**src/rtl/mul_arbiter.sv**
```systemverilog
// rtl/mul_arbiter.sv - round-robin arbiter sharing one pipelined multiplier among N requesters
module mul_arbiter #(
  parameter int N       = 4,
  parameter int W       = 32,
  parameter int MUL_LAT = 2,
  localparam int IDW    = $clog2(N)
) (
  input  logic             clk,
  input  logic             rst,
  input  logic [N-1:0]     req_valid,
  input  logic [N*W-1:0]   req_a,
  input  logic [N*W-1:0]   req_b,
  output logic [N-1:0]     req_ready,
  output logic             mul_start,
  output logic [W-1:0]     mul_a,
  output logic [W-1:0]     mul_b,
  input  logic [2*W-1:0]   mul_product,
  output logic             resp_valid,
  output logic [IDW-1:0]   resp_id,
  output logic [2*W-1:0]   resp_product,
  output logic             busy
);

  localparam int STAGES = MUL_LAT + 1;

  logic [IDW-1:0] last_grant;
  logic [N-1:0]   above_last;
  logic [N-1:0]   masked;
  logic [N-1:0]   pick;
  logic [N-1:0]   grant;
  logic [IDW-1:0] grant_id;
  logic [W-1:0]   grant_a;
  logic [W-1:0]   grant_b;
  logic           transfer;

  logic [STAGES-1:0] tag_valid;
  logic [IDW-1:0]    tag_id [STAGES];

  // Requesters above last_grant get first pick; if none are valid, wrap to the lowest index.
  always_comb begin
    above_last = '0;
    for (int i = 0; i < N; i++) begin
      above_last[i] = (IDW'(i) > last_grant);
    end
    masked = req_valid & above_last;
    pick   = (|masked) ? masked : req_valid;
  end

  // Downward scan so the lowest set bit of pick wins.
  always_comb begin
    grant    = '0;
    grant_id = '0;
    grant_a  = '0;
    grant_b  = '0;
    for (int i = N - 1; i >= 0; i--) begin
      if (pick[i]) begin
        grant    = '0;
        grant[i] = 1'b1;
        grant_id = IDW'(i);
        grant_a  = req_a[i*W +: W];
        grant_b  = req_b[i*W +: W];
      end
    end
  end

  assign transfer  = |pick;
  assign req_ready = grant;

  always_ff @(posedge clk or posedge rst) begin
    if (rst) begin
      last_grant <= IDW'(N - 1);
      mul_start  <= 1'b0;
      mul_a      <= '0;
      mul_b      <= '0;
    end else begin
      mul_start <= transfer;
      if (transfer) begin
        last_grant <= grant_id;
        mul_a      <= grant_a;
        mul_b      <= grant_b;
      end
    end
  end

  // Tag pipeline: the final stage lines up with the product leaving the multiplier.
  always_ff @(posedge clk or posedge rst) begin
    if (rst) begin
      tag_valid <= '0;
      for (int k = 0; k < STAGES; k++) begin
        tag_id[k] <= '0;
      end
    end else begin
      tag_valid[0] <= transfer;
      tag_id[0]    <= grant_id;
      for (int k = 1; k < STAGES; k++) begin
        tag_valid[k] <= tag_valid[k-1];
        tag_id[k]    <= tag_id[k-1];
      end
    end
  end

  assign resp_valid   = tag_valid[STAGES-1];
  assign resp_id      = tag_id[STAGES-1];
  assign resp_product = mul_product;
  assign busy         = |tag_valid;

endmodule
```
**config.mk**
```make
export PLATFORM = sky130hd
export DESIGN_NAME = mul_arbiter
export DESIGN_NICKNAME = d
export VERILOG_FILES = /design/src/rtl/mul_arbiter.sv
export SDC_FILE = /design/constraint.sdc
export NUM_CORES = 1
export LEC_CHECK = 0
export ABC_AREA = 1
export ABC_CLOCK_PERIOD_IN_PS = 2600
export CAP_MARGIN = 20
export CORE_AREA = 3 3 180 182
export DETAILED_ROUTE_END_ITERATION = 10
export DIE_AREA = 0 0 183 185
export HOLD_SLACK_MARGIN = 0.08
export PLACE_DENSITY_LB_ADDON = 0.3
export RECOVER_POWER = 100
export REMOVE_ABC_BUFFERS = 1
export SLEW_MARGIN = 10
export SYNTH_ARGS = -nofsm -noshare
export SYNTH_HDL_FRONTEND = slang
export SYNTH_SLANG_ARGS = --single-unit
```
**constraint.sdc**
```tcl
create_clock -name clk -period 2.6 [get_ports clk]
set_input_delay 0.78 -clock clk [delete_from_list [all_inputs] [get_ports clk]]
set_output_delay 0.78 -clock clk [all_outputs]
set_load 0.01 [all_outputs]
```
==> results.sh <==
export IMPL_outcome="completed"
export IMPL_design_area_mm2=0.00940
export IMPL_finalHoldViolCount=0
export IMPL_rows=64
export IMPL_syn_inst=1007
export IMPL_diodes=0
export IMPL_grt_pass1_wl_mm=43.3
export IMPL_grt_use_total_pct=17.1
export IMPL_synth_edff_count=0
export IMPL_area_growth_pct=58.4
export IMPL_yosysWarningCount=0
export IMPL_fin_cells=1650
export IMPL_dp_slack_ns=-0.458
export IMPL_yosys_top_cells_count="588 x nand2_1, 133 x nand3_1, 80 x buf_4"
export IMPL_nNetsFinal=1575
export IMPL_cts_tree="built"
export IMPL_first_global_vias=6580
export IMPL_peakVddDrop_v=0.000393
export IMPL_clock_skew_ns=0.00650
export IMPL_maxCapViolCount=0
export IMPL_synth_cell_types=16
export IMPL_synth_area_leaders="nand2_1 37%, dfrtp_1 31%, nand3_1 11%, buf_4 10%, inv_1 4.4%"
export IMPL_required_ns=1.82
export IMPL_io_pins=463
export IMPL_hold_worst_slack_ns=0.348
export IMPL_rsz0062_at_grt="no"
export IMPL_setup_ws_ns=0.103
export IMPL_yosysTopAreaCell="nand2_1"
export IMPL_grt_antenna_before_repair=0
export IMPL_cellLeakagePower_nw=4.91
export IMPL_yosysMostFrequentCell="nand2_1"
export IMPL_period_minus_slack_ns=2.50
export IMPL_start_util_pct=19.3
export IMPL_layout_drive_gt1_share_pct=4.78
export IMPL_drv_slew=0
export IMPL_core_area_mm2=0.0307
export IMPL_place_area_mm2=0.00913
export IMPL_grt_max_degree=76
export IMPL_max_slew_worst_pin_slew_ns=1.13
export IMPL_fp_dieH_um=185
export IMPL_clockBufferDepth=2
export IMPL_gp_congestion=0.807
export IMPL_clock_sinks=75
export IMPL_clkTransAtPathRegs_ns=0.07
export IMPL_port_buffers=334
export IMPL_startpoint_type="primary input"
export IMPL_hold_class="flop to flop"
export IMPL_timing_final_crit_share_pct=96.0
export IMPL_holdBufCountCts=0
export IMPL_drc=0
export IMPL_dr_pass1_iters=4
export IMPL_drtIter0Drc=260
export IMPL_clk_latency_ns=0.34
export IMPL_endpoint_kind="primary output"
export IMPL_numCtsBuffers=9
export IMPL_fmax_mhz=400
export IMPL_cts_root_buf="clkbuf_16"
export IMPL_hpwl_mm=22.6
export IMPL_vias=6907
export IMPL_grt_overflow=0
export IMPL_wire_per_inst_um=18.4
export IMPL_power_density_mw_per_mm2=670
export IMPL_post_drt_via_cell_ratio=4.19
export IMPL_relSlewSlack_pct=24.5
export IMPL_cp_arrival_ns=1.72
export IMPL_placed_cells=1630
export IMPL_routed_wl_mm=30.3
export IMPL_setup_viol=0
export IMPL_fin_tns_setup_ns=0
export IMPL_dieArea_mm2=0.0339
export IMPL_htree_levels=3
export IMPL_synthArstFlopShare_pct=100
export IMPL_synth_top_cell_area_share_pct=37.2
export IMPL_drtAntennaViolNets=0
export IMPL_fp_dieW_um=183
export IMPL_critPathMaxFanout=4
export IMPL_synth_seq_area_share_pct=31.7
export IMPL_synth_seq_cells=75
export IMPL_postSynthAreaPerCell_um2=5.90
export IMPL_synth_area_mm2=0.00594
export IMPL_synth_ff_type="dfrtp_1"
export IMPL_worstSetupPathType="primary input to primary output"
-- flip-flops by register name, indices dropped and copies added (netlist names) --
name and flops:
last_grant 2, mul_a 32, tag_valid 3, mul_b 32, resp_id 2, tag_id 4
-- final cells by class --
type	count	area, um^2
fillers	3373	21300
repair buffers	359	3520
multi-input cells	731	2950
flip-flops and latches	75	1880
well taps	396	495
inverters	73	275
clock buffers	9	225
clock inverters	7	60.1
-- layout by cell type, fill, tap and decap left out --
cell type	netlist	final
nand2_1	588	582
clkdlybuf4s50_1	0	256
nand3_1	133	132
dfrtp_1	73	73
dlygate4sd3_1	0	70
inv_1	69	67
buf_4	80	22
clkbuf_16	0	9
nand2_2	1	7
nor2_1	5	5
inv_2	4	5
clkinvlp_4	0	3
inv_6	0	2
dlygate4sd2_1	0	2
clkdlybuf4s15_1	0	2
clkbuf_1	8	2
buf_2	29	2
dfstp_2	2	2
nand3_4	0	1
a21oi_2	0	1
o211ai_1	1	1
or3_1	1	1
clkinvlp_2	0	1
a21oi_1	2	1
clkinv_4	0	1
inv_8	0	1
clkbuf_2	0	1
clkbuf_4	0	1
buf_12	0	1
-- cells by family after synthesis --
kind of cell | count (synthesis) | share of synthesized area (%)
DFF | 75 | 31.7
and+or+nand+nor | 728 | 48.9
AOI/OAI and AO/OA | 3 | 0.295
buffers and inverters | 201 | 19.1
-- layer usage --
layer	vias up	track usage (%)	share of wire (%)
li1	3457	-	-
met1	3076	19.5	40
met2	342	24.9	41
met3	26	13.0	16
met4	6	3.26	1.3
met5	-	9.29	1.4
-- report_power, final --
group / internal, mW / switching (mW) / total, mW
combinational: 1.42 / 1.77 / 3.19
clock: 0.663 / 0.593 / 1.26
sequential: 1.63 / 0.225 / 1.85
total: 3.71 / 2.59 / 6.30
-- worst max-delay path: stages --
cell             delay [ns]
clkdlybuf4s15_1        0.23
a21oi_2                0.17
nand2_2                0.08
buf_4                  0.14
nand2_2                0.06
inv_1                  0.04
clkdlybuf4s15_1        0.22
-- through the flow --
| stage | utilization (%) | total power, mW |
|---|---|---|
| 4_1_cts | 30.7 | 6.62 |
| 3_5_place_dp | 29.7 | 5.27 |
| 6_report | 30.6 | 6.30 |
| 5_1_grt | 30.6 | 6.81 |
| 3_3_place_gp | 29.7 | 5.28 |
| 2_1_floorplan | - | 3.29 |
-- path summary, 6_finish.rpt --
kind | startpoint | endpoint | slack (ns) | cells past startpoint
setup reg to reg | last_grant[1]$_DFFE_PP1P_ | mul_a[22]$_DFFE_PP0P_ | 0.57 | 9
setup / recovery | req_valid[1] | req_ready[1] | 0.10 | 7
hold / removal | tag_id[5]$_DFF_PP0_ | tag_id[3]$_DFF_PP0_ | 0.35 | 0
hold reg to reg | tag_id[5]$_DFF_PP0_ | tag_id[3]$_DFF_PP0_ | 0.35 | 0
max in group asynchronous | rst | mul_a[0]$_DFFE_PP0P_ | 0.58 | 3
min in group asynchronous | rst | tag_valid[1]$_DFF_PP0_ | 1.30 | 3
-- what timing repair did --
item                                    CTS  global route
pin swaps                                 2             1
resized for setup                        12             6
endpoints found under the setup margin    4             2
buffers inserted                          4             0
(Power assumes the default switching activity.)
